==> src/rtl/pcs_rx_block_lock.sv <==
// 64b/66b block-lock controller: hunts for sync-header alignment with gearbox slips,
// then tracks invalid-header density per window to detect loss of lock.
module pcs_rx_block_lock #(
    parameter int unsigned SH_CNT_MAX   = 64,
    parameter int unsigned SH_INVLD_MAX = 16,
    parameter int unsigned SLIP_WAIT    = 32
) (
    input  logic       i_clk,
    input  logic       i_reset_n,
    input  logic       i_rx_hdr_valid,
    input  logic [1:0] i_rx_hdr,
    output logic       o_rx_slip,
    output logic       o_block_lock,
    output logic [7:0] o_slip_cnt
);

    localparam int unsigned SH_W   = $clog2(SH_CNT_MAX + 1);
    localparam int unsigned WAIT_W = $clog2(SLIP_WAIT + 1);

    typedef enum logic [1:0] {
        ST_TEST_SH   = 2'd0,
        ST_SLIP      = 2'd1,
        ST_SLIP_WAIT = 2'd2
    } state_t;

    state_t              state;
    logic [SH_W-1:0]     sh_cnt;
    logic [SH_W-1:0]     sh_invld_cnt;
    logic [WAIT_W-1:0]   wait_cnt;

    logic hdr_ok_c;
    logic win_end_c;
    logic invld_hit_c;
    logic sample_c;
    logic slip_now_c;

    // Header classification and the single condition that launches a slip.
    always_comb begin
        hdr_ok_c    = i_rx_hdr[1] ^ i_rx_hdr[0];
        win_end_c   = (sh_cnt == SH_W'(SH_CNT_MAX - 1));
        invld_hit_c = (sh_invld_cnt == SH_W'(SH_INVLD_MAX - 1));
        sample_c    = (state == ST_TEST_SH) && i_rx_hdr_valid;
        slip_now_c  = sample_c && !hdr_ok_c && (!o_block_lock || invld_hit_c);
    end

    always_ff @(posedge i_clk or negedge i_reset_n) begin
        if (!i_reset_n) begin
            state        <= ST_TEST_SH;
            sh_cnt       <= '0;
            sh_invld_cnt <= '0;
            wait_cnt     <= '0;
            o_rx_slip    <= 1'b0;
            o_block_lock <= 1'b0;
            o_slip_cnt   <= 8'd0;
        end else begin
            // Pulse is asserted on entry to SLIP so it is high exactly while in SLIP.
            o_rx_slip <= slip_now_c;
            if (slip_now_c && (o_slip_cnt != 8'hFF)) begin
                o_slip_cnt <= o_slip_cnt + 8'd1;
            end

            case (state)
                ST_TEST_SH: begin
                    if (slip_now_c) begin
                        state        <= ST_SLIP;
                        o_block_lock <= 1'b0;
                        sh_cnt       <= '0;
                        sh_invld_cnt <= '0;
                    end else if (i_rx_hdr_valid) begin
                        if (win_end_c) begin
                            o_block_lock <= 1'b1;
                            sh_cnt       <= '0;
                            sh_invld_cnt <= '0;
                        end else begin
                            sh_cnt <= SH_W'(sh_cnt + 1'b1);
                            if (!hdr_ok_c) begin
                                sh_invld_cnt <= SH_W'(sh_invld_cnt + 1'b1);
                            end
                        end
                    end
                end
                ST_SLIP: begin
                    state        <= ST_SLIP_WAIT;
                    sh_cnt       <= '0;
                    sh_invld_cnt <= '0;
                    wait_cnt     <= '0;
                end
                ST_SLIP_WAIT: begin
                    // Gearbox realigns; headers are meaningless until the wait expires.
                    if (wait_cnt == WAIT_W'(SLIP_WAIT - 1)) begin
                        state        <= ST_TEST_SH;
                        wait_cnt     <= '0;
                        sh_cnt       <= '0;
                        sh_invld_cnt <= '0;
                    end else begin
                        wait_cnt <= WAIT_W'(wait_cnt + 1'b1);
                    end
                end
                default: begin
                    state <= ST_TEST_SH;
                end
            endcase
        end
    end

endmodule
==> config.mk <==
export PLATFORM = sky130hd
export DESIGN_NAME = pcs_rx_block_lock
export DESIGN_NICKNAME = d
export VERILOG_FILES = /design/src/rtl/pcs_rx_block_lock.sv
export SDC_FILE = /design/constraint.sdc
export NUM_CORES = 1
export LEC_CHECK = 0
export BUFFER_PORTS_ARGS = -buffer_cell sky130_fd_sc_hd__buf_2
export CAP_MARGIN = 40
export CORE_ASPECT_RATIO = 1.4
export CORE_UTILIZATION = 55
export CTS_BUF_LIST = sky130_fd_sc_hd__clkbuf_2 sky130_fd_sc_hd__clkbuf_4 sky130_fd_sc_hd__clkbuf_8
export DETAILED_ROUTE_END_ITERATION = 7
export PLACE_DENSITY = 0.77
export REMOVE_ABC_BUFFERS = 1
export SYNTH_ARGS = -nofsm -noshare
export SYNTH_HDL_FRONTEND = slang
export SYNTH_SLANG_ARGS = --single-unit
==> constraint.sdc <==
create_clock -name i_clk -period 2.1 [get_ports i_clk]
set_clock_uncertainty 0.2 [all_clocks]
set_input_delay 0 -clock i_clk [delete_from_list [all_inputs] [get_ports i_clk]]
set_output_delay 0 -clock i_clk [all_outputs]
set_load 0.02 [all_outputs]
; ---- Word level (Yosys, flattened, before mapping)
; Cells that the tools add are included.
; W data, S select, Z words.
[word_totals]
regBits = 32
word_cells = 56
latch_bits = 0
mem_count = 0
romBits = 0
output_inout_bits = 10
ramBits = 0
inputBits = 5
[classes]
div_mod_pow = 0
order_cmp = 0
n_bitwise = 1
muxes = 18
n_eq_ne = 10
reduce_logical = 16
n_mul = 0
shift = 0
n_addsub = 4
[ops]
columns = op, count
row1 = $mux W7, 8
row2 = $pmux W7 S3, 2
row3 = $add A7 B1 Y7 const B, 2
row4 = $pmux W6 S2, 1
row5 = $add A8 B1 Y8 const B, 1
row6 = $ne A8 B8 Y1 const B, 1
row7 = $eq A7 B4 Y1 const B, 1
row8 = $eq A7 B6 Y1 const B, 1
row9 = $add A6 B1 Y6 const B, 1
row10 = $eq A6 B5 Y1 const B, 1
row11 = $mux W6, 1
row12 = $pmux W2 S3, 1
row13 = $reduce_and A3 Y1, 2
row14 = $reduce_bool A2 Y1, 3
row15 = $logic_and A1 B1 Y1, 4
row16 = $mux W2, 2
row17 = $ne A2 B2 Y1 const B, 2
row18 = $ne A4 B4 Y1 const B, 1
row19 = $reduce_and A4 Y1, 1
row20 = $mux W1, 3
row21 = $ne A3 B3 Y1 const B, 1
row22 = $reduce_bool A3 Y1, 1
row23 = $eq A2 B1 Y1 const B, 1
row24 = $eq A2 B2 Y1 const B, 1
row25 = 5 further kinds, 6

; ---- Longest topological paths before layout
; Gate-level depths: netlist of the first run.
[logic_depth]
word_depth = 6
ltp_mapped = 7
depth_no_buf = 6

; ---- Worst setup path before layout of the first run
; Ideal clock, no wire load.
[synth_path]
kind = flip-flop to flip-flop
from = reg sh_invld_cnt[0]
to = reg o_slip_cnt[1]
n_path_buf = 0
path_slack_ps = -46
path_stages_with_launch = 6
t_required_ps = 1775
synth_period_minus_slack_ps = 2146
setup_time_ps = 125
arrival_ps = 1821
path_cell_list = dfrtp_1 -> ha_1 -> nand3_2 -> o41a_4 -> a311oi_4 -> mux2_2
[synth_via]
elab_chain_len = 4
[synth_rtl]
columns = element, line
row1 = from (decl), 28  ; logic [SH_W-1:0] sh_invld_cnt;
row2 = from (signal assigned), 77  ; sh_invld_cnt <= SH_W'(sh_invld_cnt + 1'b1);
row3 = $eq A7 B4 Y1, 41  ; invld_hit_c = (sh_invld_cnt == SH_W'(SH_INVLD_MAX - 1));
row4 = $logic_or A1 B1 Y1, 43  ; slip_now_c = sample_c && !hdr_ok_c && (!o_block_lock || invld_hit_c);
row5 = $logic_and A1 B1 Y1, 43
row6 = $logic_and A1 B1 Y1, 58  ; if (slip_now_c && (o_slip_cnt != 8'hFF)) begin
row7 = to (signal assigned), 59  ; o_slip_cnt <= o_slip_cnt + 8'd1;
row8 = to (decl), 14  ; output logic [7:0] o_slip_cnt
; No other way between the ends.
; A chain may end at the register's enable or synchronous reset.

; ---- Worst setup path after layout of the first run
[layout_path]
from = reg sh_invld_cnt[0]
to = reg sh_cnt[3]
[layout_via]
elab_chain_len = 5
word_cells_on_any_way = 7
cone_classes = 2 x eq/ne / 2 x mux / 3 x reduce/logical
[layout_rtl]
columns = element, line
row1 = $eq A7 B4 Y1 *, 41
row2 = $logic_or A1 B1 Y1 *, 43
row3 = $logic_and A1 B1 Y1 *, 43
row4 = $ne A3 B3 Y1 (no line) or $mux W7 (tied branches), n/a
row5 = $reduce_and A3 Y1 (no line) or $pmux W7 S3 (tied branches), n/a
row6 = to (signal assigned), 75  ; sh_cnt <= SH_W'(sh_cnt + 1'b1);
row7 = to (decl), 27  ; logic [SH_W-1:0] sh_cnt;
; Mark *: on every way between the ends. The rest lies on a longest branch, timed or not.

==> results of run 1 <==
==> kinds of logic after synthesis <==
kind of cell / Yosys count
adders and majority gates: 9
muxes: 4
AOI/OAI and AO/OA: 38
DFF: 32
xor gates and xnor gates: 10
and+or+nand+nor: 54
buffers and inverters: 10
==> worst reg2reg max path, stage by stage, from the launching register on <==
cell      delay (ns)
dfrtp_1         0.40
ha_4            0.18
nand3_4         0.08
o41a_4          0.40
o21bai_4        0.21
buf_12          0.16
nor4_1          0.05
a211o_1         0.28
==> cell usage after synthesis (all sizes together) (3+ instances only) <==
cell / number
nor3: 5
a22o: 8
inv: 6
ha: 9
nand2b: 3
xnor2: 8
nor4: 3
nor2: 6
nand4: 5
mux2: 4
o31ai: 4
o21bai: 3
and3: 7
nor2b: 3
a21oi: 4
o21ai: 7
dfrtp: 32
nand3: 6
nand2: 11
==> routing by layer <==
layer / part of all wire [%] / vias up / track usage, %
met5: 0 / - / 0
li1: - / 655 / -
met4: 1.6 / 0 / 11.4
met1: 43 / 663 / 26.9
met2: 52 / 19 / 38.5
met3: 3.7 / 4 / 7.11
==> flip-flops by register name, indices dropped and copies added (netlist names) <==
register,cells
sh_invld_cnt,7
sh_cnt,7
o_block_lock,1
o_rx_slip,1
o_slip_cnt,8
state,2
wait_cnt,6
==> how the worst max path moves through the flow <==
stage                         start            end  slack, ns  cells after the start
finish              sh_invld_cnt[0]      sh_cnt[3]       0.02                      7
global route        sh_invld_cnt[0]  o_slip_cnt[5]      -0.08                      7
CTS                        state[0]  o_slip_cnt[5]     0.0009                      7
detailed placement  sh_invld_cnt[1]  o_slip_cnt[1]      -0.13                      5
global placement    sh_invld_cnt[0]  o_slip_cnt[1]      -0.05                      5
floorplan           sh_invld_cnt[0]  o_slip_cnt[1]      -0.05                      5
==> per-stage QoR <==
stage	total power, µW	setup slack (ns)
3_5_place_dp	2110	-0.127
4_1_cts	2750	0.000868
5_1_grt	3040	-0.0782
2_1_floorplan	1680	-0.0455
6_report	2850	0.0236
3_3_place_gp	2040	-0.0467
==> power groups by stage <==
stage / Combinational (µW) / Clock, µW / Sequential (µW)
2_1_floorplan: 728 / 0 / 950
3_3_place_gp: 1140 / 0 / 901
3_5_place_dp: 1200 / 0 / 913
4_1_cts: 1240 / 601 / 911
5_1_grt: 1480 / 621 / 936
6_report: 1340 / 593 / 915
==> layout make-up <==
type | count | area share (%)
Inverter | 6 | 1.04
Clock inverter | 3 | 1.97
Clock buffer | 5 | 3.19
Sequential cell | 32 | 37.1
Timing Repair Buffer | 36 | 12.1
Tap cell | 37 | 2.14
Multi-Input combinational cell | 115 | 42.5
==> repair_timing <==
| action | 4_1_cts | 5_1_grt |
|---|---|---|
| resized for setup | 4 | 10 |
| buffers inserted | 1 | 4 |
| cloned | 0 | 0 |
| hold buffers | 2 | 2 |
| endpoints found under the setup margin | 18 | 23 |
| hold endpoints to repair | 34 | 1 |
| pin swaps | 2 | 5 |
==> out/qor.csv, run 1 <==
metric;value;unit
outcome;finished, final reports clean;
tritoncts;yes;
core;2910;µm²
period_minus_slack;2.08;ns
drive_gt1_share;32.0;%
max_slew_margin;52.9;%
grt_start_max_net_pins;33;
synth_edf_count;0;
crit_chain;ha_4 -> nand3_4 -> o41a_4 -> o21bai_4 -> buf_12 -> nor4_1 -> a211o_1;
yosysUniqueCellTypes;44;
layout_common_cells;32 x dfrtp_1, 16 x buf_4, 14 x buf_2, 10 x nand2_1, 8 x xnor2_1;
cts_htree_levels;2;
async_flop_share;100;%
final_cells;234;
grt_pass1_vias;1261;
start_util;58.7;%
fin_crit_sh;98.9;%
hold_path_class;input pin to async pin;
synth_mux_area_share;2.64;%
synthTopCellsByArea;dfrtp_1 47%, ha_1 6.6%, xnor2_1 4.1%, a22o_1 3.6%, mux2_2 2.6%;
critical_path.startpoint_type;flip-flop;
leakage;0.00103;µW
r2r_slack;0.02;ns
path_buf_inv;1;
critPathCaptureType;flip-flop;
rsz0062_at_grt;true;
synth_top_flop_cell;dfrtp_1;
p_seq_share;32.1;%
wire_per_inst;14.3;µm
synthAdderAreaFrac;6.60;%
p_clk_share;20.8;%
rr_worst_depth;7;
clk_latency;0.29;ns
clock.fmax;0.482;GHz
antenna_found_initial;0;
die_w;49.1;µm
synth_compound_area_share;18.5;%
areaGrowthSynthToFinish;26.5;%
overflow;0;
diodes;0;
syn_area_per_cell;10.9;µm²
grt_pass1_wl;5.65;mm
p_comb_share;47.1;%
cts_sinks;32;
switchingPower;1080;µW
powerDensity;1320;nW/µm²
die_area;3330;µm²
max-vdd-ir-drop;0.000925;V
finalMaxSlewViolations;0;
stdcell_area;2160;µm²
critPathTopFamily;compound AO/OA/AOI/OAI gates;
num_rows;23;
rr_endpoint;sh_cnt[3];
maxCapViolations;0;
boundaryPins;15;
synth_xor_area_share;5.13;%
fin_util;74.3;%
via_count;1341;
netlist_instances;157;
layout_commonest_cell;dfrtp_1;
fp.dieH;67.9;µm
switching_share;38.0;%
r2r_start;sh_invld_cnt[0];
portBuffers;14;
fin_setup_tns;0;ns
critPathMaxFanout;14;
clk_path_buf_depth;2;
fillers;193;
yosysSeqAreaShare;46.9;%
via_per_inst;5.73;
synth_top_family_by_area;compound AO/OA/AOI/OAI gates;
cts_made_buffers;5;
hold_viol;0;
clkSlewWorstSetupHoldPaths;0.07;ns
place_area;1910;µm²
drtIter0Drc;31;
wirelength;3.35;mm
synth-simple-area-share;17.7;%
multi_input_area;917;µm²
cp.arrival;2.05;ns
drtAntennaViolNets;0;
slowest_stage;dfrtp_1;
yosys_warnings;0;
dr.pass1.iters;4;
max_stage_delay;0.40;ns
cp_data_required_time;2.08;ns
hpwl;2.36;mm
dp.cells;217;
gp_congestion;0.822;
syn_area;1710;µm²
ys_ff_latch;32;
regArea;801;µm²
yosysTopAreaCell;dfrtp_1;
nNetsFinal;210;
holdWs;0.0859;ns
tightest_slew;0.706;ns
yosysTopAreaCellShare;46.9;%
setup_viol;0;
drc_errors;0;
grt_usage;23.0;%
p_int;1770;µW
worstSetupPathType;flip-flop to flip-flop;
cts-root-buf;clkbuf_8;
(Power assumes the default switching activity.)
==> run 2, diff against run 1 <==
Settings changed: ABC_AREA set to 1.
==> out/qor.csv, run 2 <==
metric;value;unit;change
cp_data_required_time;2.07;ns;was 2.08 ns
setup_viol;0;;unchanged
async_flop_share;100;%;unchanged
place_ws;0.0716;ns;was -0.127 ns
layout_common_cells;68 x nand2_1, 32 x dfrtp_1, 25 x inv_1, 24 x nor2_1, 16 x nand3_1;;was 32 x dfrtp_1, 16 x buf_4, 14 x buf_2, 10 x nand2_1, 8 x xnor2_1
clk_latency;0.29;ns;about the same
drc_errors;0;;unchanged
leakage;0.00107;µW;was 0.00103 µW
clkSlewWorstSetupHoldPaths;0.07;ns;about the same
via_per_inst;5.07;;was 5.73
num_rows;24;;was 23
areaGrowthSynthToFinish;12.6;%;was 26.5%
hpwl;2.47;mm;was 2.36 mm
yosysUniqueCellTypes;26;;was 44
wire_per_inst;11.8;µm;was 14.3 µm
regArea;801;µm²;unchanged
finalMaxSlewViolations;0;;unchanged
yosysSeqAreaShare;43.8;%;was 46.9%
synthTopCellsByArea;dfrtp_1 44%, nand2_1 14%, ha_1 6.2%, inv_1 5.1%, nor2_1 4.9%;;was dfrtp_1 47%, ha_1 6.6%, xnor2_1 4.1%, a22o_1 3.6%, mux2_2 2.6%
multi_input_area;912;µm²;was 917 µm²
critPathCaptureType;flip-flop;;unchanged
nNetsFinal;263;;was 210
antenna_found_initial;0;;unchanged
portBuffers;14;;unchanged
cp.arrival;1.98;ns;was 2.05 ns
period_minus_slack;2.01;ns;was 2.08 ns
post_cts_buffers;0;;was 1
critPathMaxFanout;10;;was 14
grt_pass1_wl;5.73;mm;was 5.65 mm
syn_area;1830;µm²;was 1710 µm²
die_w;50.7;µm;was 49.1 µm
synthMostInstantiatedCell;nand2_1;;was dfrtp_1
yosys_warnings;0;;unchanged
synth_top_flop_cell;dfrtp_1;;unchanged
max_stage_delay;0.41;ns;was 0.40 ns
grt_start_max_net_pins;33;;unchanged
diodes;0;;unchanged
yosysTopAreaCell;dfrtp_1;;unchanged
clk_path_buf_depth;2;;unchanged
fp.dieH;70.2;µm;was 67.9 µm
powerDensity;1050;nW/µm²;was 1320 nW/µm²
drtIter0Drc;32;;was 31
top_regs;o_slip_cnt: 8 flops, sh_cnt: 7 flops, sh_invld_cnt: 7 flops;;unchanged
critical_path.startpoint_type;flip-flop;;unchanged
layout_commonest_cell;nand2_1;;was dfrtp_1
fin_util;65.3;%;was 74.3%
drive_gt1_share;14.8;%;was 32.0%
largest_reg_flops;8;;unchanged
slowest_stage;ha_1;;was dfrtp_1
via_count;1464;;was 1341
start_util;58.0;%;was 58.7%
cts_sinks;32;;unchanged
cts-root-buf;clkbuf_8;;unchanged
gp_congestion;0.829;;was 0.822
p_total;2170;µW;was 2850 µW
outcome;finished, final reports clean;;unchanged
dr.pass1.iters;4;;unchanged
maxCapViolations;0;;unchanged
grt_pass1_vias;1404;;was 1261
netlist_instances;227;;was 157
grt_usage;22.0;%;was 23.0%
drtAntennaViolNets;0;;unchanged
die_area;3560;µm²;was 3330 µm²
setup_slack;0.0934;ns;was 0.0236 ns
hold_viol;0;;unchanged
tightest_slew;0.703;ns;was 0.706 ns
path_buf_inv;2;;was 1
synthTopCellsByCount;68 x nand2_1, 32 x dfrtp_1, 25 x inv_1;;was 32 x dfrtp_1, 11 x nand2_1, 9 x ha_1
crit_chain;inv_1 -> ha_1 -> inv_2 -> nor3_2 -> nand3_1 -> xor2_1 -> nor2_1;;was ha_4 -> nand3_4 -> o41a_4 -> o21bai_4 -> buf_12 -> nor4_1 -> a211o_1
yosysTopAreaCellShare;43.8;%;was 46.9%
cts_made_buffers;5;;unchanged
worstSetupPathType;flip-flop to flip-flop;;unchanged
hold_path_class;input pin to async pin;;unchanged
clock.fmax;0.498;GHz;was 0.482 GHz
overflow;0;;unchanged
syn_area_per_cell;8.06;µm²;was 10.9 µm²
wirelength;3.41;mm;was 3.35 mm
max_slew_margin;53.1;%;was 52.9%
fin_crit_sh;95.6;%;was 98.9%
tritoncts;yes;;unchanged
max-vdd-ir-drop;0.000718;V;was 0.000925 V
critPathTopFamily;simple AND/OR/NAND/NOR gates;;was compound AO/OA/AOI/OAI gates
ys_ff_latch;32;;unchanged
cts_htree_levels;2;;unchanged
regMostFlops;o_slip_cnt;;unchanged
synth_edf_count;0;;unchanged
fillers;288;;was 193
core;3150;µm²;was 2910 µm²
boundaryPins;15;;unchanged
-- run 2: area by class of cell --
type	instances	share of cell area, %
multi-input cells	166	44.3
flip-flops and latches	32	38.9
inverters	28	5.35
repair buffers	16	4.37
clock buffers	6	4.01
well taps	39	2.37
clock inverters	2	0.729
-- run 2: path summary, 6_finish.rpt --
path                                   endpoint  depth (start not counted)            start  slack, ns
worst max-delay path                wait_cnt[5]                          7         state[1]       0.09
worst min-delay path                   state[1]                          2        i_reset_n       0.09
worst max register to register      wait_cnt[5]                          7         state[1]       0.09
min in group i_clk              sh_invld_cnt[4]                          8      i_rx_hdr[1]       0.11
max in group asynchronous         o_slip_cnt[6]                          2        i_reset_n       1.15
worst min register to register  sh_invld_cnt[6]                          2  sh_invld_cnt[6]       0.28
-- run 2: per-stage QoR --
step / setup TNS (ns) / hold slack, ns / instances / area (µm²)
3_5_place_dp: 0 / -0.112 / 279 / 1940
3_3_place_gp: 0 / -0.107 / 279 / 1940
5_1_grt: -0.0426 / 0.147 / 289 / 2060
4_1_cts: 0 / 0.108 / 289 / 2050
6_report: 0 / 0.0896 / 289 / 2060
2_1_floorplan: 0 / -0.496 / 226 / 1820
-- run 2: cells by family after synthesis --
kind of cell             after synthesis  share of synthesized area (%)
AO/OA/AOI/OAI                         18                           6.02
XOR/XNOR                              13                           6.22
adder cells (fa/ha/maj)                9                           6.16
buffers and inverters                 29                           6.63
flip-flops                            32                           43.8
AND/OR/NAND/NOR                      126                           31.2
-- run 2: routing by layer --
layer	track usage, %	routed length, µm	vias to the layer above
met5	0	0	-
met4	9.88	100	0
met3	6.54	110	10
met2	39.7	1740	23
met1	22.6	1460	673
li1	-	-	758
-- run 2: timing repair --
action / in CTS / in global routing
endpoints found under the hold margin: 33 / 0
gates resized for setup: 0 / 1
hold buffers: 2 / 0
setup endpoints to repair: 0 / 1
-- run 2: worst register-to-register path, delay by kind of cell (launching register included) --
family | cells | cell delay (ns)
AND/OR/NAND/NOR | 3 | 0.48
buffers and inverters | 2 | 0.25
XOR/XNOR | 1 | 0.16
adder cells (fa/ha/maj) | 1 | 0.42
flip-flops | 1 | 0.40
-- run 2: where the power goes --
part / switching, µW / leakage [µW] / total [µW] / internal [µW]
Combinational: 577 / 0.000589 / 848 / 271
Clock: 241 / 0.0000434 / 506 / 265
Sequential: 98.8 / 0.000434 / 818 / 719
